**src/rtl/esm_issue_reader.sv**
```systemverilog
// ESM dependency-table consumer: tracks RAW/WAW hazards between buffered slots and offers
// hazard-free slots to execute over valid/ready. Define ESM_OLDEST_FIRST_EN for age-ordered selection.
module esm_issue_reader #(
  parameter int bs = 16,
  parameter int regnum = 16,
  localparam int AW = $clog2(bs),
  localparam int RW = $clog2(regnum)
) (
  input  logic          clk,
  input  logic          rst,
  input  logic          alloc_valid,
  input  logic [AW-1:0] alloc_index,
  input  logic [RW-1:0] alloc_rd,
  input  logic [RW-1:0] alloc_rs1,
  input  logic [RW-1:0] alloc_rs2,
  output logic          alloc_ready,
  output logic          issue_valid,
  output logic [AW-1:0] issue_index,
  input  logic          issue_ready,
  input  logic          wb_valid,
  input  logic [AW-1:0] wb_index,
  output logic [AW:0]   occupancy
);

  typedef enum logic [0:0] {IDLE, OFFER} state_e;

  state_e        state_q, state_d;
  logic [bs-1:0] valid_q, valid_d;
  logic [bs-1:0] issued_q, issued_d;
  // Sources only matter when the entry is allocated, so only rd is retained per slot.
  logic [RW-1:0] rd_q [bs];
  logic [RW-1:0] rd_d [bs];
  logic [bs-1:0] dep_q [bs];
  logic [bs-1:0] dep_d [bs];
`ifdef ESM_OLDEST_FIRST_EN
  logic [bs-1:0] age_q [bs];
  logic [bs-1:0] age_d [bs];
  logic [bs-1:0] older;
`endif
  logic          issue_valid_q, issue_valid_d;
  logic [AW-1:0] issue_index_q, issue_index_d;
  logic [AW:0]   occ_q, occ_d;

  logic [bs-1:0] ready, mask, cand;
  logic [AW-1:0] sel;
  logic          found;
  logic          alloc_acc, wb_acc, accept;

  assign alloc_ready = ~valid_q[alloc_index];
  assign alloc_acc   = alloc_valid & alloc_ready;
  assign wb_acc      = wb_valid & valid_q[wb_index] & issued_q[wb_index];
  assign accept      = (state_q == OFFER) & issue_ready;

  assign issue_valid = issue_valid_q;
  assign issue_index = issue_index_q;
  assign occupancy   = occ_q;

  // Candidate selection; the slot currently on offer is excluded so a just-accepted
  // slot is never re-offered on the same edge.
  always_comb begin
    ready = '0;
    for (int unsigned i = 0; i < bs; i++) begin
      ready[i] = valid_q[i] & ~issued_q[i] & ~(|dep_q[i]);
    end
    mask = ready;
    if (state_q == OFFER) mask[issue_index_q] = 1'b0;
`ifdef ESM_OLDEST_FIRST_EN
    cand  = '0;
    older = '0;
    for (int unsigned i = 0; i < bs; i++) begin
      for (int unsigned j = 0; j < bs; j++) begin
        older[j] = age_q[j][i];
      end
      cand[i] = mask[i] & ~(|(mask & older));
    end
`else
    cand = mask;
`endif
    sel   = '0;
    found = 1'b0;
    for (int unsigned i = 0; i < bs; i++) begin
      if (cand[i] && !found) begin
        sel   = AW'(i);
        found = 1'b1;
      end
    end
  end

  always_comb begin
    valid_d       = valid_q;
    issued_d      = issued_q;
    rd_d          = rd_q;
    dep_d         = dep_q;
    state_d       = state_q;
    issue_valid_d = issue_valid_q;
    issue_index_d = issue_index_q;
    occ_d         = occ_q;

    if (accept) issued_d[issue_index_q] = 1'b1;

    if (wb_acc) begin
      valid_d[wb_index]  = 1'b0;
      issued_d[wb_index] = 1'b0;
      for (int unsigned i = 0; i < bs; i++) begin
        dep_d[i][wb_index] = 1'b0;
      end
    end

    // A slot completing on this edge is treated as already done for the new entry.
    if (alloc_acc) begin
      valid_d[alloc_index]  = 1'b1;
      issued_d[alloc_index] = 1'b0;
      rd_d[alloc_index]     = alloc_rd;
      for (int unsigned j = 0; j < bs; j++) begin
        dep_d[alloc_index][j] = valid_q[j]
                                && (AW'(j) != alloc_index)
                                && !(wb_acc && (AW'(j) == wb_index))
                                && (rd_q[j] != '0)
                                && ((rd_q[j] == alloc_rs1) || (rd_q[j] == alloc_rs2)
                                    || (rd_q[j] == alloc_rd));
      end
    end

    case ({alloc_acc, wb_acc})
      2'b10:   occ_d = occ_q + (AW+1)'(1);
      2'b01:   occ_d = occ_q - (AW+1)'(1);
      default: occ_d = occ_q;
    endcase

    case (state_q)
      IDLE: begin
        if (found) begin
          issue_index_d = sel;
          issue_valid_d = 1'b1;
          state_d       = OFFER;
        end
      end
      OFFER: begin
        if (issue_ready) begin
          if (found) begin
            issue_index_d = sel;
          end else begin
            issue_valid_d = 1'b0;
            state_d       = IDLE;
          end
        end
      end
      default: begin
        issue_valid_d = 1'b0;
        state_d       = IDLE;
      end
    endcase
  end

`ifdef ESM_OLDEST_FIRST_EN
  always_comb begin
    age_d = age_q;
    if (alloc_acc) begin
      for (int unsigned j = 0; j < bs; j++) begin
        age_d[alloc_index][j] = 1'b0;
        age_d[j][alloc_index] = valid_q[j] && (AW'(j) != alloc_index);
      end
    end
    if (wb_acc) begin
      for (int unsigned j = 0; j < bs; j++) begin
        age_d[wb_index][j] = 1'b0;
        age_d[j][wb_index] = 1'b0;
      end
    end
  end
`endif

  always_ff @(posedge clk or posedge rst) begin
    if (rst) begin
      state_q       <= IDLE;
      valid_q       <= '0;
      issued_q      <= '0;
      issue_valid_q <= 1'b0;
      issue_index_q <= '0;
      occ_q         <= '0;
      for (int unsigned i = 0; i < bs; i++) begin
        rd_q[i]  <= '0;
        dep_q[i] <= '0;
`ifdef ESM_OLDEST_FIRST_EN
        age_q[i] <= '0;
`endif
      end
    end else begin
      state_q       <= state_d;
      valid_q       <= valid_d;
      issued_q      <= issued_d;
      issue_valid_q <= issue_valid_d;
      issue_index_q <= issue_index_d;
      occ_q         <= occ_d;
      rd_q          <= rd_d;
      dep_q         <= dep_d;
`ifdef ESM_OLDEST_FIRST_EN
      age_q         <= age_d;
`endif
    end
  end

endmodule

```
**config.mk**
```make
export PLATFORM = sky130hd
export DESIGN_NAME = esm_issue_reader
export DESIGN_NICKNAME = d
export VERILOG_FILES = /design/src/rtl/esm_issue_reader.sv
export SDC_FILE = /design/constraint.sdc
export NUM_CORES = 1
export LEC_CHECK = 0
export BUFFER_PORTS_ARGS = -buffer_cell sky130_fd_sc_hd__buf_2
export CAP_MARGIN = 20
export CORE_UTILIZATION = 55
export DETAILED_ROUTE_END_ITERATION = 7
export PLACE_DENSITY_LB_ADDON = 0.25
export REMOVE_ABC_BUFFERS = 1
export SLEW_MARGIN = 20
export SYNTH_ARGS = -nofsm -noshare
export SYNTH_HDL_FRONTEND = slang
export SYNTH_SLANG_ARGS = --single-unit
```
**constraint.sdc**
```tcl
create_clock -name clk -period 20 [get_ports clk]
set_input_delay 1 -clock clk [delete_from_list [all_inputs] [get_ports clk]]
set_output_delay 1 -clock clk [all_outputs]
set_load 0.05 [all_outputs]
```
==> impl_metrics.tcl, run 1 <==
set metrics [dict create \
    post_drt_wl_per_cell_um 25.04 \
    synth_top_family_by_area "multiplexers" \
    place_ws_ns 15.70 \
    rsz0062_at_grt "no" \
    dieArea_um2 33840 \
    fin_setup_tns_ns 0 \
    cts_buffers 39 \
    postCtsSetupBuffers 0 \
    num_io_pins 36 \
    synth_top_area_share_pct 49.88 \
    worstReg2RegEnd "occupancy[4]$_DFFE_PP0P_" \
    mostFrequentLayoutCells "363 x dfrtp_1, 252 x nor2_1, 226 x mux2i_1" \
    rr_worst_depth 13 \
    cts_max_level 2 \
    synth_xor_area_share_pct 9.475 \
    setup_ws_ns 16.18 \
    cp_slowest_cell "mux4_2" \
    fmax_ghz 0.2620 \
    setup.worst_path.start "alloc_index[0]" \
    finClkSkew_ns 0.01991 \
    slew_violations 0 \
    min_period_over_period_pct 19.08 \
    crit_chain "buf_2, mux4_2, mux4_2, inv_1, buf_2" \
    layout_commonest_cell "dfrtp_1" \
    ys_warn_count 0 \
    clock_latency_ns 0.53 \
    max_stage_delay_ns 0.56 \
    synth_cells 1718 \
    setup_viol 0 \
    post_cts_resized 0 \
    drt_iter0_drc 1226 \
    vdd_ir_drop_max_v 0.0001041 \
    first_pass_iters 5 \
    cts.reportedPaths.clkPinSlew_ns 0.05 \
    grt_pass1_vias 13980 \
    crit_buf_inv 3 \
    cts_buffer_depth 3 \
    avgSynthCellArea_um2 10.60 \
    nets 1744 \
    path_depth 5 \
    synth-simple-area-share_pct 15.56 \
    routed_wl_um 54690 \
    crit_path_end_kind "output port" \
    crit_family "multiplexers" \
    total_leakage_power_nw 9.290 \
    yosys-mux-area-fraction_pct 16.88 \
    cp.arrival_ns 2.82 \
    dpl.hpwl_um 34770 \
    startpoint_type "primary input" \
    synthesis.area_um2 18210 \
    area_growth_pct 11.45 \
    synthFlopType "dfrtp_1" \
    viasPerCell 6.259 \
    antenna_found_initial 0 \
    holdBufCountCts 0 \
    synthAdderAreaFrac_pct 0.3848 \
    drc 0 \
    synth_cell_types 53 \
    grt_pass1_wl_um 84730 \
    crit_required_ns 19.00 \
    cts.sinks 363 \
    place_congestion 0.9511 \
    cts-root-buf "clkbuf_16" \
    drive_above_1_share_pct 14.75 \
    hold_viol 0 \
    r2r-start "valid_q[14]$_DFF_PP0_" \
    start_util_pct 55.97 \
    die_y_um 184.0 \
    criticalPathCategory "in -> out" \
    vias 13670 \
    async_reset_ff_share_pct 100.0 \
    status "finished, final reports clean" \
    synth_top_area_cell "dfrtp_1" \
    tightestPinTransition_ns 1.165 \
    power.density_nw_per_um2 126.0 \
    dieWidth_um 184.0 \
    ys_ff_latch 363 \
    synthTopCellsByArea "dfrtp_1 50%, mux2i_1 12%, xor2_1 7.6%" \
    synth_compound_area_share_pct 4.239 \
    maxSlewHeadroom_pct 22.10 \
    min_path_type "reg -> reg" \
    rrSetupSlack_ns 16.66 \
    antenna_left 0 \
    yosysSeqAreaShare_pct 49.88 \
    grt_usage_pct 33.50 \
    cts_tree "done" \
    max_cap_viol_count 0 \
    port_buffers 35 \
    crit_fanout 16 \
    grt_overflow 0 \
    fin_crit_ns 3.816 \
    grt_max_degree 141 \
    core_um2 32540 \
    crit_path_end "alloc_ready" \
    synth-edff-count 0 \
    antenna_cells 0 \
    num_rows 66 \
]
-- cells by family after synthesis --
kind of cell,count (synthesis)
flops,363
compound gates,120
simple gates,584
mux,292
xor+xnor,197
buf+inv,157
fa+ha+maj,5
-- through the flow --
step                std cells  hold slack, ns  utilization (%)  cell area [um2]  total power [mW]
floorplan                1588          0.4772                -            17660             1.483
global placement         2115          0.4567            58.29            18970             1.772
detailed placement       2115          0.4624            58.30            18970             1.798
CTS                      2184          0.4756            62.36            20290             2.545
global route             2184          0.5022            62.38            20290             2.663
finish                   2184          0.4766            62.38            20290             2.557
-- synth_stat cells (5+ instances only) --
library cell    n
dfrtp_1       363
nor2_1        266
mux2i_1       226
xor2_1        159
nor4_1        105
clkbuf_1       68
nand2_1        65
mux2_2         60
buf_2          45
nor3_1         42
a21oi_1        39
xnor2_1        38
inv_1          27
nand3_1        25
o21ai_0        21
nor3b_1        18
a2111oi_0      16
buf_1          15
or4_1          13
nand4_1        10
o22ai_1        10
a211oi_1        8
nor2b_1         7
or3_1           7
and4_1          6
mux4_2          6
nand2b_1        5
-- sequential cells by signal, indices dropped and copies added, names as in the netlist --
register     count
rd_q            64
state_q          1
issued_q        16
dep_q          256
issue_valid      1
valid_q         16
issue_index      4
occupancy        5
-- where the power goes --
| part | switching, mW | internal (mW) |
|---|---|---|
| combinational | 0.495 | 0.299 |
| clock | 0.295 | 0.447 |
| sequential | 0.165 | 0.856 |
-- metal layers --
metal | share of wire (%) | wire length (um) | GRT usage (%)
met3 | 7.8 | 4288 | 5.210
met1 | 42 | 22960 | 46.25
met2 | 46 | 25050 | 53.06
met4 | 4.4 | 2396 | 13.47
met5 | 0 | 0 | 0
-- layout make-up --
cell class                 count  area [um2]
fill                        2689       12240
sequential                   363        9084
multi-input combinational   1198        8673
clock buffer                  51        1124
timing repair buffer          85       554.3
tap                          442       553.0
clock inverter                18       197.7
inverter                      27       108.9
-- worst min-delay path by stage --
stage,depth (start not counted),to,startpoint,slack (ns)
final,1,occupancy[4]$_DFFE_PP0P_,occupancy[4]$_DFFE_PP0P_,0.48
after global placement,1,occupancy[4]$_DFFE_PP0P_,occupancy[4]$_DFFE_PP0P_,0.46
after CTS,1,occupancy[4]$_DFFE_PP0P_,occupancy[4]$_DFFE_PP0P_,0.48
after global routing,1,occupancy[4]$_DFFE_PP0P_,occupancy[4]$_DFFE_PP0P_,0.50
after detailed placement,1,occupancy[4]$_DFFE_PP0P_,occupancy[4]$_DFFE_PP0P_,0.46
after floorplan,2,dep_q[104]$_DFF_PP0_,dep_q[104]$_DFF_PP0_,0.48
Power figures use the tool's default switching activity.
==> inputs of run 2 (changes only) <==
Clock period 20 ns to 3.8 ns, I/O delays scaled along.
==> impl_metrics.tcl, run 2 (synthesized netlist as in run 1, its figures left out) <==
set metrics [dict create \
    start_util_pct 55.97 \
    vias 13720 \
    route.layer.met1.wl_um 22950 \
    total_leakage_power_nw 9.378 \
    setup_viol 0 \
    cts_tree "done" \
    status "finished, final reports clean" \
    clock_latency_ns 0.53 \
    cts_buffers 39 \
    cts.sinks 363 \
    fin_area_um2 20480 \
    drt_iter0_drc 1035 \
    rsz0062_at_grt "no" \
    maxSlewHeadroom_pct 35.97 \
    core_um2 32540 \
    grt_pass1_wl_um 82970 \
    dieArea_um2 33840 \
    cts.reportedPaths.clkPinSlew_ns 0.07 \
    viasPerCell 6.214 \
    post_cts_resized 0 \
    grt_max_degree 121 \
    cts-root-buf "clkbuf_16" \
    port_buffers 35 \
    drive_above_1_share_pct 15.48 \
    dp.cells 2137 \
    power.density_nw_per_um2 651.0 \
    hold_viol 0 \
    max_cap_viol_count 0 \
    cts_max_level 2 \
    final_core_util_pct 62.96 \
    crit_fanout 6 \
    fin_crit_ns 3.258 \
    fmax_ghz 0.3069 \
    startpoint_type "flop" \
    layout_commonest_cell "dfrtp_1" \
    min_period_over_period_pct 85.73 \
    crit_required_ns 4.22 \
    antenna_found_initial 5 \
    nets 1767 \
    post_dp_cell_area_um2 19210 \
    largest_reg_flops 256 \
    routed_wl_um 54100 \
    crit_path_end_kind "flop" \
    top_layer "met5" \
    place_congestion 0.9268 \
    first_pass_iters 5 \
    cp.arrival_ns 3.67 \
    wl_met2_um 24360 \
    grt_usage_pct 32.79 \
    setup_ws_ns 0.5421 \
    num_rows 66 \
    post_drt_wl_per_cell_um 24.50 \
    top_regs "dep_q x256, rd_q x64" \
    criticalPathCategory "reg -> reg" \
    slew_violations 0 \
    finalNonFillerCells 2208 \
    area_growth_pct 12.48 \
    antenna_left 0 \
    grt_pass1_vias 13700 \
    min_path_type "in -> reg" \
    num_io_pins 36 \
    dpl.hpwl_um 35540 \
    tightestPinTransition_ns 0.9362 \
    met3_length_um 4486 \
    cts_buffer_depth 3 \
    vdd_ir_drop_max_v 0.0006287 \
    drc 0 \
    die_y_um 184.0 \
    mostFrequentLayoutCells "363 x dfrtp_1, 253 x nor2_1, 226 x mux2i_1" \
    finClkSkew_ns 0.01603 \
    max_flop_register "dep_q" \
    place_ws_ns 0.3684 \
    dieWidth_um 184.0 \
    grt_overflow 0 \
]
-- run 2: changes by cell type in the layout (fill, tap and decap cells not counted), moves of 4 or more --
cell	previous run	this run
nor3_4	7	3
clkinv_2	11	6
nor3_2	4	8
buf_4	49	64
buf_12	0	8
-- run 2: stage by stage --
step | hold WS (ns) | setup TNS [ns] | total power [mW]
final | 0.1259 | 0 | 13.33
after global routing | 0.1251 | 0 | 13.88
after CTS | 0.09842 | 0 | 13.27
after detailed placement | 0.4197 | 0 | 9.519
after global placement | 0.4214 | 0 | 9.389
after floorplan | 0.2954 | -2346.94 | 7.805
-- run 2: metal layers --
layer / global-route usage [%] / vias to the layer above
li1: - / 6035
met1: 45.01 / 6937
met2: 51.12 / 599
met3: 6.636 / 145
met4: 13.07 / 4
met5: 0 / -
-- run 2: timing repair --
action	CTS	global route
hold endpoints to repair	112	0
setup buffers	0	0
hold buffers	1	0
-- run 2: power by group --
part	leakage (nW)	switching, mW	internal, mW
clock	0.616	1.53	2.21
combinational	3.86	2.61	1.63
sequential	4.90	0.856	4.51
total	9.38	5.00	8.34
-- run 2: path summary, 6_finish.rpt --
| check | startpoint | to | slack, ns | cells past startpoint |
|---|---|---|---|---|
| setup reg to reg | valid_q[14]$_DFF_PP0_ | occupancy[4]$_DFFE_PP0P_ | 0.54 | 13 |
| setup / recovery | valid_q[14]$_DFF_PP0_ | occupancy[4]$_DFFE_PP0P_ | 0.54 | 13 |
| hold reg to reg | occupancy[4]$_DFFE_PP0P_ | occupancy[4]$_DFFE_PP0P_ | 0.47 | 1 |
| min in group asynchronous | rst | occupancy[4]$_DFFE_PP0P_ | 0.37 | 3 |
| hold / removal | issue_ready | state_q$_DFF_PP0_ | 0.13 | 3 |
| max in group asynchronous | rst | dep_q[140]$_DFF_PP0_ | 2.44 | 4 |
-- run 2: area by class of cell --
class / instances / area, um2
Sequential cell: 363 / 9084
Clock inverter: 10 / 82.58
Multi-Input combinational cell: 1198 / 8646
Clock buffer: 57 / 1176
Inverter: 27 / 108.9
Antenna cell: 3 / 7.507
Fill cell: 2670 / 12050
Timing Repair Buffer: 108 / 825.8
Tap cell: 442 / 553.0
-- run 2: worst max-delay path, cell delays in order (launching register included) --
cell and delay [ns]:
dfrtp_1 0.46, mux4_2 0.48, mux4_2 0.50, nor2b_2 0.25, inv_1 0.11, ha_1 0.26
inv_1 0.11, fa_1 0.21, inv_1 0.05, a21o_1 0.17, a21oi_1 0.18, xnor2_1 0.14
nor2_1 0.06, xor2_1 0.14
==> inputs of run 3 (changes only) <==
Settings changed: ABC_AREA set to 1, CORE_ASPECT_RATIO set to 0.8, HOLD_SLACK_MARGIN set to 0.15.
==> impl_metrics.tcl, run 3 <==
set metrics [dict create \
    fmax_ghz 0.3236 \
    r2r-start "valid_q[2]$_DFF_PP0_" \
    cts.reportedPaths.clkPinSlew_ns 0.07 \
    crit_path_end_kind "flop" \
    num_io_pins 36 \
    synth-edff-count 0 \
    dieArea_um2 33520 \
    yosysSeqAreaShare_pct 50.37 \
    finalNonFillerCells 2440 \
    synth_commonest_cells "363 x dfrtp_1, 274 x nand3_1, 274 x o21ai_0, 189 x nand2_1, 182 x nor2_1" \
    avgSynthCellArea_um2 8.889 \
    num_rows 58 \
    synth_cell_types 51 \
    slew_violations 0 \
    fin_crit_ns 3.090 \
    die_y_um 164.0 \
    cts.sinks 363 \
    drc 0 \
    rr_worst_depth 11 \
    synth_top_area_share_pct 50.37 \
    grt_usage_pct 35.98 \
    total_leakage_power_nw 8.707 \
    wl_met2_um 24400 \
    min_path_type "in -> reg" \
    nets 2022 \
    post_drt_wl_per_cell_um 23.84 \
    tightestPinTransition_ns 1.105 \
    synthTopCellsByArea "dfrtp_1 50%, xnor2_1 8.2%, nand3_1 7.6%" \
    met3_length_um 6683 \
    start_util_pct 56.61 \
    ys_warn_count 0 \
    cts_max_level 2 \
    area_growth_pct 8.735 \
    drive_above_1_share_pct 9.163 \
    synth-simple-area-share_pct 21.63 \
    path_depth 11 \
    synth_cells 2029 \
    core_um2 31860 \
    setup_ws_ns 0.7099 \
    synthesis.area_um2 18030 \
    post_cts_resized 0 \
    layout_commonest_cell "dfrtp_1" \
    cts-root-buf "clkbuf_16" \
    synth_top_family_by_area "simple AND/OR/NAND/NOR gates" \
    grt_pass1_wl_um 89860 \
    cts_buffers 37 \
    setup_viol 0 \
    crit_path_end "dep_q[109]$_DFF_PP0_" \
    grt_overflow 0 \
    route.layer.met1.wl_um 24910 \
    dieWidth_um 204.5 \
    synthFlopType "dfrtp_1" \
    antenna_found_initial 1 \
    rsz0062_at_grt "no" \
    routed_wl_um 58180 \
    cts_tree "done" \
    crit_buf_inv 3 \
    status "finished, final reports clean" \
    crit_top_cell "o21ai_0" \
    criticalPathCategory "reg -> reg" \
    hold_path_depth 5 \
    synthAdderAreaFrac_pct 0.3885 \
    synth_compound_area_share_pct 12.09 \
    port_buffers 35 \
    top_regs "dep_q x256, rd_q x64" \
    vias 15380 \
    antenna_left 0 \
    place_ws_ns 0.6891 \
    final_core_util_pct 61.55 \
    cp_slowest_cell "nand4_2" \
    vdd_ir_drop_max_v 0.0003544 \
    drt_iter0_drc 1980 \
    clock_latency_ns 0.56 \
    viasPerCell 6.302 \
    max_stage_delay_ns 0.52 \
    rrSetupSlack_ns 0.71 \
    mostFrequentLayoutCells "363 x dfrtp_1, 274 x o21ai_0, 274 x nand3_1" \
    yosys-mux-area-fraction_pct 0 \
    largest_reg_flops 256 \
    power.density_nw_per_um2 641.8 \
    post_dp_cell_area_um2 18390 \
    ys_ff_latch 363 \
    maxSlewHeadroom_pct 25.64 \
    synth_xor_area_share_pct 9.470 \
    synth_top_area_cell "dfrtp_1" \
    fin_area_um2 19610 \
    max_flop_register "dep_q" \
    hold_viol 0 \
    synth.most_common_cell "dfrtp_1" \
    grt_pass1_vias 14690 \
    place_congestion 0.9961 \
    min_period_over_period_pct 81.32 \
    finClkSkew_ns 0.02581 \
    total_power_mw 12.59 \
    postCtsSetupBuffers 0 \
    top_layer "met4" \
    grt_max_degree 126 \
    first_pass_iters 8 \
    dp.cells 2371 \
    max_cap_viol_count 0 \
    cts_buffer_depth 3 \
    setup.worst_path.start "valid_q[2]$_DFF_PP0_" \
    async_reset_ff_share_pct 100.0 \
    crit_chain "inv_1, o22ai_1, o21ai_0, o2111ai_1, and2_1, buf_4, nand2_8, nor2_4, inv_2, nand4_2, o21ai_0" \
    crit_fanout 16 \
    crit_family "compound AO/OA/AOI/OAI gates" \
    startpoint_type "flop" \
    dpl.hpwl_um 38950 \
    worstReg2RegEnd "dep_q[109]$_DFF_PP0_" \
    crit_required_ns 4.25 \
    cp.arrival_ns 3.54 \
]
[run 3: cell type report]
class / count / area [um2]
multi-input cells: 1401 / 7859
clock inverters: 13 / 170.2
inverters: 118 / 455.4
well taps: 420 / 525.5
flip-flops and latches: 363 / 9084
diodes: 1 / 2.502
clock buffers: 53 / 1026
fillers: 2722 / 12250
repair buffers: 71 / 488.0
[run 3: report_power, final]
group / leakage (nW) / switching (mW) / internal (mW) / total [mW]
Sequential: 4.86 / 0.645 / 4.48 / 5.13
Combinational: 3.26 / 2.52 / 1.27 / 3.79
Clock: 0.587 / 1.62 / 2.05 / 3.67
[run 3: timing repair]
item                       in CTS  in global routing
hold buffers                    2                  0
setup endpoints to repair       0                  0
hold endpoints to repair      121                  0
[run 3: logic make-up (layout without fill, tap and decap cells)]
family / after synthesis / after routing
AO/OA/AOI/OAI: 399 / 399
XOR/XNOR: 195 / 195
adder cells (fa/ha/maj): 5 / 5
buffers and inverters: 265 / 255
flip-flops: 363 / 363
other: 0 / 1
AND/OR/NAND/NOR: 802 / 802
[run 3: metrics by stage]
stage | TNS [ns] | hold WS, ns
floorplan | -2346.94 | 0.4601
global placement | 0 | 0.4404
detailed placement | 0 | 0.4388
CTS | 0 | 0.1747
global route | 0 | 0.2384
finish | 0 | 0.2160
[run 3: layer usage]
| metal | vias up | GRT usage, % |
|---|---|---|
| li1 | 6829 | - |
| met5 | - | 0 |
| met2 | 891 | 51.71 |
| met4 | 0 | 12.14 |
| met1 | 7501 | 53.09 |
| met3 | 156 | 8.790 |
[run 3: tightest hold or removal path, delay by kind of cell]
kind,cells,cell delay [ns]
and+or+nand+nor,4,0.36
buffers and inverters,1,0.17
[run 3: worst min path at each step]
stage / end / slack [ns] / from
finish: dep_q[45]$_DFF_PP0_ / 0.22 / wb_index[1]
CTS: dep_q[45]$_DFF_PP0_ / 0.17 / wb_index[1]
global placement: rd_q[56]$_DFFE_PP0P_ / 0.44 / rst
detailed placement: occupancy[1]$_DFFE_PP0P_ / 0.44 / rst
floorplan: dep_q[225]$_DFF_PP0_ / 0.46 / dep_q[225]$_DFF_PP0_
global route: dep_q[45]$_DFF_PP0_ / 0.24 / wb_index[1]
